==> src/rtl/wasm_instr_loader_pkg.sv <==
// Shared definitions for the WebAssembly instruction loader: header constant,
// default write geometry and FSM state encodings.
package wasm_instr_loader_pkg;

    // Bytes 00 61 73 6D 01 00 00 00, byte 0 in the least significant lane
    localparam logic [63:0] WASM_MAGIC   = 64'h0000_0001_6D73_6100;
    localparam int          DEF_WR_WIDTH = 32;
    localparam int          WR_BYTES     = DEF_WR_WIDTH / 8;

    typedef enum logic [2:0] {
        ST_IDLE  = 3'd0,
        ST_HDR   = 3'd1,
        ST_BODY  = 3'd2,
        ST_DRAIN = 3'd3,
        ST_DONE  = 3'd4,
        ST_ERR   = 3'd5
    } state_e;

    function automatic logic [7:0] hdr_byte(input logic [2:0] idx);
        return WASM_MAGIC[{idx, 3'b000} +: 8];
    endfunction

endpackage

==> src/rtl/wasm_byte_packer.sv <==
// Little-endian byte-to-word packer: a pack register collects bytes, an out
// register holds the completed word until the memory accepts it.
module wasm_byte_packer #(
    parameter int WR_WIDTH = 32,
    parameter int LOG_WIN  = 2
) (
    input  logic                clk,
    input  logic                rst,
    input  logic                clr,
    input  logic                in_valid,
    output logic                in_ready,
    input  logic [7:0]          in_data,
    input  logic                flush,
    output logic                out_valid,
    input  logic                out_ready,
    output logic [WR_WIDTH-1:0] out_data,
    output logic [LOG_WIN-1:0]  out_shift_minusone,
    output logic                empty
);
    localparam int WB  = WR_WIDTH / 8;
    localparam int PCW = $clog2(WB + 1);

    logic [WR_WIDTH-1:0] pack_r;
    logic [WR_WIDTH-1:0] pack_nxt_s;
    logic [PCW-1:0]      pack_cnt_r;
    logic [PCW-1:0]      pack_cnt_nxt_s;
    logic                can_move_s;
    logic                move_s;
    logic                in_fire_s;

    // Move/accept decisions; a byte arriving on a move cycle lands in lane 0
    always_comb begin
        can_move_s     = !out_valid || out_ready;
        move_s         = can_move_s && ((pack_cnt_r == PCW'(WB)) ||
                                        (flush && (pack_cnt_r != {PCW{1'b0}})));
        in_ready       = (pack_cnt_r < PCW'(WB)) || can_move_s;
        in_fire_s      = in_valid && in_ready;
        empty          = (pack_cnt_r == {PCW{1'b0}}) && !out_valid;
        pack_nxt_s     = pack_r;
        pack_cnt_nxt_s = pack_cnt_r;
        if (move_s) begin
            pack_nxt_s     = {WR_WIDTH{1'b0}};
            pack_cnt_nxt_s = {PCW{1'b0}};
            if (in_fire_s) begin
                pack_nxt_s[7:0] = in_data;
                pack_cnt_nxt_s  = PCW'(1);
            end else begin
                pack_cnt_nxt_s = {PCW{1'b0}};
            end
        end else if (in_fire_s) begin
            pack_nxt_s[{pack_cnt_r, 3'b000} +: 8] = in_data;
            pack_cnt_nxt_s = pack_cnt_r + PCW'(1);
        end else begin
            pack_cnt_nxt_s = pack_cnt_r;
        end
    end

    // Pack and out registers
    always_ff @(posedge clk) begin
        if (rst || clr) begin
            pack_r             <= {WR_WIDTH{1'b0}};
            pack_cnt_r         <= {PCW{1'b0}};
            out_valid          <= 1'b0;
            out_data           <= {WR_WIDTH{1'b0}};
            out_shift_minusone <= {LOG_WIN{1'b0}};
        end else begin
            pack_r     <= pack_nxt_s;
            pack_cnt_r <= pack_cnt_nxt_s;
            if (move_s) begin
                out_valid          <= 1'b1;
                out_data           <= pack_r;
                out_shift_minusone <= LOG_WIN'(pack_cnt_r - PCW'(1));
            end else if (out_valid && out_ready) begin
                out_valid <= 1'b0;
            end
        end
    end

endmodule

==> src/rtl/wasm_instr_loader.sv <==
// Loader FSM: validates the WebAssembly module header, counts body bytes,
// feeds the packer and reports done / header error / length error.
module wasm_instr_loader
    import wasm_instr_loader_pkg::*;
#(
    parameter int WR_WIDTH  = 32,
    parameter int LOG_WIN   = 2,
    parameter int MAX_BYTES = 1024,
    parameter int CNT_W     = 11
) (
    input  logic                i_clk,
    input  logic                i_rst,
    input  logic                i_start,
    input  logic                s_valid,
    output logic                s_ready,
    input  logic [7:0]          s_data,
    input  logic                s_last,
    output logic                o_we,
    output logic [WR_WIDTH-1:0] o_wr_data,
    output logic [LOG_WIN-1:0]  o_wr_shift_minusone,
    input  logic                i_wr_ready,
    output logic [CNT_W-1:0]    o_byte_count,
    output logic                o_load_done,
    output logic                o_hdr_error,
    output logic                o_len_error
);
    state_e           state_r;
    state_e           state_nxt_s;
    logic [2:0]       hdr_idx_r;
    logic [2:0]       hdr_idx_nxt_s;
    logic [CNT_W-1:0] cnt_nxt_s;
    logic             done_nxt_s;
    logic             hdr_err_nxt_s;
    logic             len_err_nxt_s;
    logic             pk_valid_s;
    logic             pk_ready_s;
    logic             pk_clr_s;
    logic             pk_flush_s;
    logic             pk_empty_s;

    // Next-state, handshake and flag logic
    always_comb begin
        state_nxt_s   = state_r;
        hdr_idx_nxt_s = hdr_idx_r;
        cnt_nxt_s     = o_byte_count;
        done_nxt_s    = o_load_done;
        hdr_err_nxt_s = o_hdr_error;
        len_err_nxt_s = o_len_error;
        s_ready       = 1'b0;
        pk_valid_s    = 1'b0;
        pk_clr_s      = 1'b0;
        pk_flush_s    = 1'b0;
        case (state_r)
            ST_IDLE, ST_DONE, ST_ERR: begin
                if (i_start) begin
                    state_nxt_s   = ST_HDR;
                    hdr_idx_nxt_s = 3'd0;
                    cnt_nxt_s     = {CNT_W{1'b0}};
                    done_nxt_s    = 1'b0;
                    hdr_err_nxt_s = 1'b0;
                    len_err_nxt_s = 1'b0;
                end else begin
                    state_nxt_s = state_r;
                end
            end
            ST_HDR: begin
                s_ready = 1'b1;
                if (s_valid) begin
                    if (s_data != hdr_byte(hdr_idx_r)) begin
                        state_nxt_s   = ST_ERR;
                        hdr_err_nxt_s = 1'b1;
                    end else if (hdr_idx_r == 3'd7) begin
                        state_nxt_s = s_last ? ST_DONE : ST_BODY;
                        done_nxt_s  = s_last;
                    end else if (s_last) begin
                        state_nxt_s   = ST_ERR;
                        hdr_err_nxt_s = 1'b1;
                    end else begin
                        hdr_idx_nxt_s = hdr_idx_r + 3'd1;
                    end
                end else begin
                    hdr_idx_nxt_s = hdr_idx_r;
                end
            end
            ST_BODY: begin
                s_ready = pk_ready_s;
                if (s_valid && pk_ready_s) begin
                    // Capacity reached: drop the byte and discard anything pending
                    if (o_byte_count >= CNT_W'(MAX_BYTES)) begin
                        state_nxt_s   = ST_ERR;
                        len_err_nxt_s = 1'b1;
                        pk_clr_s      = 1'b1;
                    end else begin
                        pk_valid_s  = 1'b1;
                        cnt_nxt_s   = o_byte_count + CNT_W'(1);
                        state_nxt_s = s_last ? ST_DRAIN : ST_BODY;
                    end
                end else begin
                    state_nxt_s = ST_BODY;
                end
            end
            ST_DRAIN: begin
                pk_flush_s = 1'b1;
                if (pk_empty_s) begin
                    state_nxt_s = ST_DONE;
                    done_nxt_s  = 1'b1;
                end else begin
                    state_nxt_s = ST_DRAIN;
                end
            end
            default: begin
                state_nxt_s = ST_IDLE;
            end
        endcase
    end

    // State, counter and flag registers
    always_ff @(posedge i_clk) begin
        if (i_rst) begin
            state_r      <= ST_IDLE;
            hdr_idx_r    <= 3'd0;
            o_byte_count <= {CNT_W{1'b0}};
            o_load_done  <= 1'b0;
            o_hdr_error  <= 1'b0;
            o_len_error  <= 1'b0;
        end else begin
            state_r      <= state_nxt_s;
            hdr_idx_r    <= hdr_idx_nxt_s;
            o_byte_count <= cnt_nxt_s;
            o_load_done  <= done_nxt_s;
            o_hdr_error  <= hdr_err_nxt_s;
            o_len_error  <= len_err_nxt_s;
        end
    end

    wasm_byte_packer #(
        .WR_WIDTH (WR_WIDTH),
        .LOG_WIN  (LOG_WIN)
    ) u_packer (
        .clk                (i_clk),
        .rst                (i_rst),
        .clr                (pk_clr_s),
        .in_valid           (pk_valid_s),
        .in_ready           (pk_ready_s),
        .in_data            (s_data),
        .flush              (pk_flush_s),
        .out_valid          (o_we),
        .out_ready          (i_wr_ready),
        .out_data           (o_wr_data),
        .out_shift_minusone (o_wr_shift_minusone),
        .empty              (pk_empty_s)
    );

endmodule

==> config.mk <==
export PLATFORM = sky130hd
export DESIGN_NAME = wasm_instr_loader
export DESIGN_NICKNAME = d
export VERILOG_FILES = /design/src/rtl/wasm_instr_loader_pkg.sv /design/src/rtl/wasm_byte_packer.sv /design/src/rtl/wasm_instr_loader.sv
export SDC_FILE = /design/constraint.sdc
export NUM_CORES = 1
export LEC_CHECK = 0
export CORE_MARGIN = 3
export CORE_UTILIZATION = 35
export DETAILED_ROUTE_END_ITERATION = 16
export PLACE_DENSITY_LB_ADDON = 0.05
export SLEW_MARGIN = 25
export SYNTH_ARGS = -nofsm -noshare
export SYNTH_HDL_FRONTEND = slang
export SYNTH_SLANG_ARGS = --single-unit
==> constraint.sdc <==
create_clock -name i_clk -period 2.6 [get_ports i_clk]
set_clock_uncertainty 0.15 [all_clocks]
set_input_delay 0.52 -clock i_clk [delete_from_list [all_inputs] [get_ports i_clk]]
set_output_delay 0.52 -clock i_clk [all_outputs]
set_load 0.01 [all_outputs]
==> results by group, run 1 <==
Status
  – Outcome: completed

Critical path
  – Reg2reg start: u_packer.pack_cnt_r[1]$_SDFFE_PP0P_
  – Worst Setup Start Kind: input pin
  – Critical path origin: i_wr_ready
  – CP bufs+invs: 2
  – Reg2Reg Setup Slack: between 300 and 400 ps
  – Crit path capture type: output pin
  – Reg2reg path depth: 7
  – Slowest Stage Delay on Critical Path: 540 ps
  – Most used cell, CP: clkdlybuf4s50_1
  – Critical-path cell list: clkdlybuf4s50_1 > nand3b_1 > a21oi_1 > nor2_1 > clkdlybuf4s50_1
  – CP Max Fanout: 3
  – Worst reg2reg endpoint: u_packer.pack_r[1]$_SDFFE_PP0P_
  – CP delay by family, top: buffers and inverters
  – Worst path required time: 1930 ps
  – Slowest cell on crit path: clkdlybuf4s50_1
  – Worst setup path end: s_ready
  – Critical Path AT: 1860 ps
  – CP Depth: 5
  – Crit Path Class: in2out

Floorplanning
  – Die Ht: ~110 um
  – Initial Utilization: 36.47%
  – Ports: 64
  – Core Rows: 38
  – Die Span X: around 110 um
  – Die Footprint: about 13,000 sq um
  – Core Area: between 10,000 and 15,000 sq um

Synthesis
  – Main flop type after synthesis: dfxtp_1
  – Netlist cell types: 52
  – Synth warn: 0
  – Post-synth EDFFs: 0
  – Sequential element share of the synthesized area: 44.60%
  – Async S/R FF share, synth: 0%
  – Mapped Nets: 516
  – Synthesized area per cell: 8.279 sq um
  – Post-synthesis cell area: just over 4000 sq um
  – Syn Inst Count: 488
  – Seq cells post-synth: 90

Routing
  – First drt pass iteration count: 4
  – Vias: about 3,600
  – ANT nets after route: 0
  – Vias per cell: ~5.0
  – Drt wl/cell: ~14 um
  – Iter 0 DRT Violations: 206
  – DRC: 0
  – Post-Route WL: about 10 mm

Timing
  – Tightest Pin Transition: about 510 ps
  – RSZ-0062 raised after global routing: no
  – Endpoints failing setup: 0
  – Final Cycle Share: between 90% and 100%
  – Relative slew margins: roughly two thirds
  – TNS Setup: 0 ps
  – FMAX: around 400 MHz
  – Fin. Hold Viols: 0
  – Min Tclk post-route: around 2500 ps
  – Max Slew Vio Count: 0

Placement
  – Routability cong.: ~0.84
  – Port Buffers: between 60 and 70
  – DPL Wire Length: 7.433 mm

Pwr
  – Int Power: about 2.3 mW
  – Clock share of power: between 40% and 50%
  – VDD IR max: between 0.4 and 0.5 mV
  – Pwr dens: between 500 and 600 nW/um^2
  – Final Power: around 3 mW
  – Switch share: a little under a quarter
  – Combinational share of power: around 6.0%
  – Net Sw Power: about 0.7 mW
  – Leakage: 1.833 nW
  – Flop pwr share: 47.5%

Layout
  – Nets: around 600
  – Most frequent cells in the layout: nand2_1 (91), dfxtp_1 (89), clkdlybuf4s50_1 (63), a21oi_1 (62), nor2_1 (36)
  – Share of layout cells above drive strength 1: 10.39%
  – Antenna Cells: 0
  – Area delta synth->final: 31.00%
  – Most common cell after layout, fill and taps aside: nand2_1

Clocking
  – Clock sink total: 90
  – Clk_lat worst skew: between 300 and 400 ps
  – Clock transition at the registers of the reported paths: approximately 70 ps
  – Clock root buffer: clkbuf_16
  – CTS tree: done
  – Hold_buf cts: 0
  – Num CTS Buffers: 9
  – Max clock buf depth: 2
  – H-Tree Depth: 3

Global routing
  – Initial antenna violation count: 0
  – GRT Total Usage: 16.41%
  – GR Overflow Total: 0
  – First-pass GRT wire length: 17.17 mm
  – Vias in the first global route: approximately 3,400
  – Largest net degree at the start of global routing: 27

Hold path
  – Hold Path Class: reg2reg
  – Hold Crit Depth: 2

Run
  – Number of max-cap violations: 0
## layout make-up
class | instances | area [sq um]
clock inverter | 6 | 72.57
inverter | 13 | 48.80
fill | 1114 | 5786
multi-input combinational | 355 | 2041
sequential | 90 | 1803
tap | 140 | 175.2
clock buffer | 10 | 239.0
timing repair buffer | 94 | 913.4
## Yosys cell counts (all sizes together), types with 2 or more instances
| master | instances | area, sq um |
|---|---|---|
| nand2 | 91 | 341.6 |
| dfxtp | 90 | 1802 |
| a21oi | 62 | 310.3 |
| nor2 | 37 | 146.4 |
| nand2b | 21 | 131.4 |
| nand3 | 21 | 105.1 |
| buf | 19 | 120.1 |
| ha | 14 | 175.2 |
| inv | 13 | 48.80 |
| o21ai | 13 | 68.82 |
| nand4 | 12 | 75.07 |
| clkbuf | 11 | 41.29 |
| a22oi | 8 | 60.06 |
| and3 | 7 | 43.79 |
| a211oi | 6 | 45.04 |
| nor2b | 5 | 38.78 |
| o2111ai | 5 | 50.04 |
| xor2 | 5 | 43.79 |
| mux2i | 4 | 40.04 |
| or3 | 4 | 25.02 |
| nor3 | 3 | 15.01 |
| o211ai | 3 | 22.52 |
| o32ai | 3 | 26.28 |
| or2 | 3 | 21.28 |
| xnor2 | 3 | 26.28 |
| a2111o | 2 | 22.52 |
| a31oi | 2 | 12.51 |
| and2 | 2 | 12.51 |
| and4bb | 2 | 25.02 |
| nand3b | 2 | 15.01 |
| nor3b | 2 | 15.01 |
| o21a | 2 | 15.01 |
| or4 | 2 | 15.01 |
## metal layers
metal | vias up | global-route usage, % | part of all wire (%)
met4 | 0 | 4.167 | 0.71
met5 | - | 0 | 0
met1 | 1631 | 25.26 | 55
met2 | 85 | 23.10 | 40
li1 | 1838 | - | -
met3 | 4 | 3.554 | 4.5
## worst min path at each step
| stage | slack [ps] | end | from |
|---|---|---|---|
| 2_1_floorplan | 280 | u_packer.out_data[16]$_SDFFE_PP0N_ | u_packer.pack_r[16]$_SDFFE_PP0P_ |
| 3_3_place_gp | 290 | u_packer.pack_r[21]$_SDFFE_PP0P_ | u_packer.pack_r[21]$_SDFFE_PP0P_ |
| 3_5_place_dp | 300 | u_packer.out_data[2]$_SDFFE_PP0N_ | u_packer.out_data[2]$_SDFFE_PP0N_ |
| 4_1_cts | 310 | u_packer.out_data[2]$_SDFFE_PP0N_ | u_packer.out_data[2]$_SDFFE_PP0N_ |
| 5_1_grt | 330 | u_packer.out_data[19]$_SDFFE_PP0N_ | u_packer.out_data[19]$_SDFFE_PP0N_ |
| 6_report | 300 | u_packer.out_data[18]$_SDFFE_PP0N_ | u_packer.pack_r[18]$_SDFFE_PP0P_ |
## per-stage QoR
step,setup WS [ps],util (%),hold WS [ps],instance area [sq um],std cells
finish,73.07,47.78,299.0,5293,708
global route,16.75,47.78,325.9,5293,708
CTS,41.00,47.65,305.7,5279,708
detailed placement,-3.666,44.84,296.2,4967,692
global placement,-32.68,44.84,291.5,4967,692
floorplan,494.4,-,282.1,4040,488
## power groups by stage
stage / Sequential (mW) / Clock, mW / Combinational (mW)
2_1_floorplan: 1.42 / 0 / 0.100
3_3_place_gp: 1.43 / 0 / 0.178
3_5_place_dp: 1.43 / 0 / 0.176
4_1_cts: 1.40 / 1.40 / 0.177
5_1_grt: 1.40 / 1.46 / 0.195
6_report: 1.40 / 1.37 / 0.177
## cell families after synthesis
kind of cell    after synthesis  share of synthesized area (%)
simple gates                219                          26.54
compound gates              110                          16.60
flops                        90                          44.60
buf+inv                      43                          5.203
fa+ha+maj                    14                          4.336
xor+xnor                      8                          1.734
mux                           4                         0.9911
## state kept, by name (all words and copies together), names as in the netlist
register / cells
state_r: 3
u_packer.pack_cnt_r: 3
o_load_done: 1
u_packer.pack_r: 32
hdr_idx_r: 3
u_packer.out_valid: 1
o_len_error: 1
o_hdr_error: 1
o_byte_count: 11
u_packer.out_shift_minusone: 2
u_packer.out_data: 32
## worst reg2reg max path, stage by stage (launching register included)
cell and delay, ps:
dfxtp_1 430, inv_1 90, ha_1 220, ha_1 360, nor4b_2 310, a31oi_2 250
a22oi_1 240, nor2_1 50
## what timing repair did
action,4_1_cts,5_1_grt
resized for setup,0,3
buffers inserted,0,0
setup endpoints to repair,0,9
Power figures use the tool's default switching activity.
==> run 2: changes to the inputs <==
==> constraint.sdc (replaced) <==
create_clock -name i_clk -period 2.6 [get_ports i_clk]
set_clock_uncertainty 0.15 [all_clocks]
set_input_delay 0.52 -clock i_clk [delete_from_list [all_inputs] [get_ports i_clk]]
set_output_delay 0.52 -clock i_clk [all_outputs]
set_load 0.005 [all_outputs]
==> results by group, run 2 (synthesized netlist as in run 1, its figures left out) <==
Clocking
  – CTS tree: done (unchanged)
  – Clock sink total: 90 (unchanged)
  – Max clock buf depth: 2 (unchanged)
  – Num CTS Buffers: 9 (unchanged)
  – Clock root buffer: clkbuf_16 (unchanged)
  – H-Tree Depth: 3 (unchanged)
  – Clk_lat worst skew: 340 ps (about the same)
  – Clock transition at the registers of the reported paths: 60 ps (was 70 ps)
  – Post-CTS Repair Setup Buffers: 0 (unchanged)

Timing
  – Hold WS: 301.5 ps (was 299.0 ps)
  – TNS Setup: 0 ps (unchanged)
  – Endpoints failing setup: 0 (unchanged)
  – Tightest Pin Transition: 567.8 ps (was 509.6 ps)
  – Final Cycle Share: 95.80% (was 97.19%)
  – FMAX: 401.5 MHz (was 395.7 MHz)
  – Relative slew margins: 62.11% (was 65.99%)
  – Min Tclk post-route: 2491 ps (was 2527 ps)
  – Fin. Hold Viols: 0 (unchanged)
  – RSZ-0062 raised after global routing: no (unchanged)
  – Worst Setup Slack, final: 109.2 ps (was 73.07 ps)
  – Max Slew Vio Count: 0 (unchanged)

Layout
  – Area delta synth->final: 31.03% (was 31.00%)
  – Most frequent cells in the layout: nand2_1 (91), dfxtp_1 (89), clkdlybuf4s50_1 (63), a21oi_1 (62), nor2_1 (36) (unchanged)
  – Most common cell after layout, fill and taps aside: nand2_1 (unchanged)
  – Fill count: 1,133 (was 1,114)
  – Share of layout cells above drive strength 1: 10.37% (was 10.39%)
  – Antenna Cells: 0 (unchanged)
  – Nets: 592 (was 591)
  – Largest regs: u_packer.out_data (32), u_packer.pack_r (32), o_byte_count (11) (unchanged)
  – Finished Layout Cells: 709 (was 708)
  – Design Area, Final: 5294 sq um (was 5293 sq um)

Routing
  – DRC: 0 (unchanged)
  – Post-Route WL: 10.22 mm (was 10.12 mm)
  – Vias: 3,549 (was 3,558)
  – Iter 0 DRT Violations: 122 (was 206)
  – ANT nets after route: 0 (unchanged)
  – First drt pass iteration count: 4 (unchanged)
  – Drt wl/cell: 14.42 um (was 14.30 um)
  – Vias per cell: 5.006 (was 5.025)

Critical path
  – CP Max Fanout: 3 (unchanged)
  – Critical Path AT: 1820 ps (was 1860 ps)
  – Reg2Reg Setup Slack: 400 ps (was 390 ps)
  – Crit Path Class: in2out (unchanged)
  – Worst Setup Start Kind: input pin (unchanged)
  – Worst path required time: 1930 ps (about the same)
  – Crit path capture type: output pin (unchanged)

Placement
  – Placed Area: 4975 sq um (was 4967 sq um)
  – Port Buffers: 63 (unchanged)
  – Worst slack, placed: -24.42 ps (was -3.666 ps)
  – Routability cong.: 0.8223 (was 0.8366)
  – DPL Wire Length: 7.493 mm (was 7.433 mm)
  – Placed Cells incl. Taps: 693 (was 692)

Global routing
  – Largest net degree at the start of global routing: 27 (unchanged)
  – Vias in the first global route: 3,343 (was 3,369)
  – First-pass GRT wire length: 17.08 mm (was 17.17 mm)
  – GR Overflow Total: 0 (unchanged)
  – GRT Total Usage: 16.58% (was 16.41%)
  – Initial antenna violation count: 0 (unchanged)

Floorplanning
  – Ports: 64 (unchanged)
  – Initial Utilization: 36.47% (unchanged)
  – Die Span X: 113.4 um (unchanged)
  – Core Area: 11,080 sq um (unchanged)
  – Die Footprint: 12,870 sq um (unchanged)
  – Core Rows: 38 (unchanged)
  – Die Ht: 113.4 um (unchanged)

Hold path
  – Hold Path Class: reg2reg (unchanged)

Run
  – Number of max-cap violations: 0 (unchanged)

Status
  – Outcome: completed (unchanged)

Pwr
  – Leakage: 1.836 nW (was 1.833 nW)
  – Pwr dens: 552.2 nW/um^2 (was 556.5 nW/um^2)
  – VDD IR max: 0.3649 mV (was 0.4081 mV)
run 2: path summary, 6_finish.rpt:
path,startpoint,end,cells after the start
min,u_packer.pack_r[18]$_SDFFE_PP0P_,u_packer.pack_r[18]$_SDFFE_PP0P_,2
max reg2reg,u_packer.pack_cnt_r[1]$_SDFFE_PP0P_,u_packer.pack_r[7]$_SDFFE_PP0P_,9
max,i_wr_ready,s_ready,5
min reg2reg,u_packer.pack_r[18]$_SDFFE_PP0P_,u_packer.pack_r[18]$_SDFFE_PP0P_,2
run 2: stage by stage:
step,util (%),power (mW)
final,47.79,2.923
after global routing,47.79,3.030
after CTS,47.66,2.957
after detailed placement,44.91,1.608
after global placement,44.91,1.608
after floorplan,-,1.522
run 2: final cells by class:
cell class,instances,area (sq um),share of cell area [%]
clock buffers,12,256.5,4.845
clock inverters,4,48.80,0.9218
inverters,13,48.80,0.9218
multi-input cells,355,2041,38.55
flip-flops and latches,90,1803,34.06
well taps,140,175.2,3.309
repair buffers,95,920.9,17.40
run 2: where the power goes:
part           leakage [nW]  switching, mW  internal, mW
sequential            0.726         0.0121          1.39
clock                 0.153          0.548         0.798
combinational         0.958         0.0968        0.0819
total                  1.84          0.657          2.27
run 2: routing by layer:
metal	global-route usage, %	vias up	share of wire, %
li1	-	1838	-
met1	25.26	1631	55
met2	22.71	66	40
met3	2.918	14	3.3
met4	7.051	0	1.9
met5	0	-	0
run 2: critical path, cell delays in order:
cell and delay, ps:
clkdlybuf4s50_1 460, nand3b_1 140, a21oi_1 80, nor2_1 100, clkdlybuf4s50_1 510
run 2: what timing repair did:
action	4_1_cts	5_1_grt
setup endpoints to repair	0	9
gates resized for setup	0	3
hold buffers	0	0
endpoints found under the hold margin	0	0
==> run 3: changes to the inputs <==
--- a/config.mk
+++ b/config.mk
@@ -9,6 +9,7 @@
 export CORE_UTILIZATION = 35
 export DETAILED_ROUTE_END_ITERATION = 16
 export PLACE_DENSITY_LB_ADDON = 0.05
+export REMOVE_ABC_BUFFERS = 1
 export SLEW_MARGIN = 25
 export SYNTH_ARGS = -nofsm -noshare
 export SYNTH_HDL_FRONTEND = slang
==> results by group, run 3 (synthesized netlist as in run 1, its figures left out) <==
Timing
  – Tightest Pin Transition: 513.2 ps (was 567.8 ps)
  – Hold WS: 301.2 ps (was 301.5 ps)
  – Max Slew Vio Count: 0 (unchanged)
  – Min Tclk post-route: 2494 ps (was 2491 ps)
  – Endpoints failing setup: 0 (unchanged)
  – FMAX: 401.0 MHz (was 401.5 MHz)
  – RSZ-0062 raised after global routing: no (unchanged)
  – Relative slew margins: 65.66% (was 62.11%)
  – Fin. Hold Viols: 0 (unchanged)
  – Final Cycle Share: 95.91% (was 95.80%)
  – TNS Setup: 0 ps (unchanged)

Layout
  – Finished Layout Cells: 706 (was 709)
  – Share of layout cells above drive strength 1: 10.07% (was 10.37%)
  – Area delta synth->final: 30.69% (was 31.03%)
  – Largest regs: u_packer.out_data (32), u_packer.pack_r (32), o_byte_count (11) (unchanged)
  – Antenna Cells: 0 (unchanged)
  – Fill count: 1,146 (was 1,133)
  – Most common cell after layout, fill and taps aside: nand2_1 (unchanged)
  – Nets: 589 (was 592)
  – Design Area, Final: 5280 sq um (was 5294 sq um)
  – Most frequent cells in the layout: nand2_1 (91), dfxtp_1 (89), clkdlybuf4s50_1 (63), a21oi_1 (62), nor2_1 (36) (unchanged)

Critical path
  – Critical Path AT: 1820 ps (about the same)
  – Worst path required time: 1930 ps (about the same)
  – Crit Path Class: in2out (unchanged)
  – Crit path capture type: output pin (unchanged)
  – CP Max Fanout: 3 (unchanged)
  – Worst Setup Start Kind: input pin (unchanged)

Routing
  – Vias per cell: 5.089 (was 5.006)
  – Iter 0 DRT Violations: 155 (was 122)
  – DRC: 0 (unchanged)
  – Vias: 3,593 (was 3,549)
  – ANT nets after route: 0 (unchanged)
  – Drt wl/cell: 14.58 um (was 14.42 um)
  – Post-Route WL: 10.30 mm (was 10.22 mm)
  – First drt pass iteration count: 5 (was 4)

Clocking
  – Clk_lat worst skew: 340 ps (about the same)
  – Hold_buf cts: 0 (unchanged)
  – Num CTS Buffers: 9 (unchanged)
  – Clock sink total: 90 (unchanged)
  – H-Tree Depth: 3 (unchanged)
  – Clock transition at the registers of the reported paths: 60 ps (about the same)
  – CTS tree: done (unchanged)
  – Clock root buffer: clkbuf_16 (unchanged)
  – Max clock buf depth: 2 (unchanged)

Global routing
  – GR Overflow Total: 0 (unchanged)
  – Initial antenna violation count: 0 (unchanged)
  – Largest net degree at the start of global routing: 38 (was 27)
  – GRT Total Usage: 17.07% (was 16.58%)
  – First-pass GRT wire length: 17.64 mm (was 17.08 mm)
  – Vias in the first global route: 3,584 (was 3,343)

Pwr
  – Leakage: 1.825 nW (was 1.836 nW)
  – Pwr dens: 572.3 nW/um^2 (was 552.2 nW/um^2)
  – VDD IR max: 0.2881 mV (was 0.3649 mV)
  – Final Power: 3.022 mW (was 2.923 mW)

Floorplanning
  – Ports: 64 (unchanged)
  – Core Rows: 38 (unchanged)
  – Die Span X: 113.4 um (unchanged)
  – Core Area: 11,080 sq um (unchanged)
  – Die Ht: 113.4 um (unchanged)
  – Initial Utilization: 36.47% (unchanged)
  – Die Footprint: 12,870 sq um (unchanged)

Status
  – Outcome: completed (unchanged)

Placement
  – Port Buffers: 63 (unchanged)
  – Placed Area: 4927 sq um (was 4975 sq um)
  – DPL Wire Length: 7.380 mm (was 7.493 mm)
  – Routability cong.: 0.8327 (was 0.8223)
  – Placed Cells incl. Taps: 690 (was 693)

Hold path
  – Hold Path Class: reg2reg (unchanged)

Run
  – Number of max-cap violations: 0 (unchanged)
-- run 3: cell types whose count changed in the layout (fill, tap and decap cells not counted), sizes merged --
cell,delta
bufinv,+1
clkinvlp,+1
inv,-1
buf,-3
clkinv,-1
-- run 3: area by class of cell --
cell class | instances | area, sq um | share of cell area (%)
sequential | 90 | 1803 | 34.15
multi-input combinational | 355 | 2041 | 38.65
clock buffer | 12 | 266.5 | 5.047
tap | 140 | 175.2 | 3.318
inverter | 13 | 48.80 | 0.9242
timing repair buffer | 92 | 873.3 | 16.54
clock inverter | 4 | 72.57 | 1.374
-- run 3: critical path, stage by stage --
cell,delay [ps]
clkdlybuf4s50_1,410
nand3b_1,200
a21oi_1,180
nor2_1,50
clkdlybuf4s50_1,460
-- run 3: what timing repair did --
action / in CTS / in global routing
endpoints found under the hold margin: 0 / 0
endpoints found under the setup margin: 0 / 9
gates resized for setup: 0 / 3
setup buffers: 0 / 0
-- run 3: per-layer routing --
metal  global-route usage [%]  part of all wire (%)  vias to the layer above
met5                        0                     0                        -
met4                    8.013                   2.7                        0
met3                    2.918                   3.9                       20
met2                    27.61                    46                       76
met1                    22.22                    47                     1667
li1                         -                     -                     1830
-- run 3: power by group --
| part | switching [mW] | leakage (nW) | internal [mW] | total, mW |
|---|---|---|---|---|
| combinational | 0.0940 | 0.935 | 0.0751 | 0.169 |
| sequential | 0.0142 | 0.726 | 1.39 | 1.40 |
| clock | 0.533 | 0.165 | 0.919 | 1.45 |
-- run 3: metrics by stage --
| stage | worst slack, ps | utilization [%] |
|---|---|---|
| finish | 106.4 | 47.66 |
| global route | 0.4017 | 47.66 |
| CTS | 63.25 | 47.54 |
| detailed placement | 21.01 | 44.48 |
| global placement | 53.30 | 44.48 |
| floorplan | -249.3 | - |
-- run 3: path summary, 6_finish.rpt --
check | startpoint | endpoint | slack [ps] | cells after the start
min | u_packer.pack_r[24]$_SDFFE_PP0P_ | u_packer.out_data[24]$_SDFFE_PP0N_ | 300 | 2
min reg2reg | u_packer.pack_r[24]$_SDFFE_PP0P_ | u_packer.out_data[24]$_SDFFE_PP0N_ | 300 | 2
max | i_wr_ready | s_ready | 110 | 5
max reg2reg | u_packer.pack_cnt_r[1]$_SDFFE_PP0P_ | u_packer.pack_r[2]$_SDFFE_PP0P_ | 320 | 7
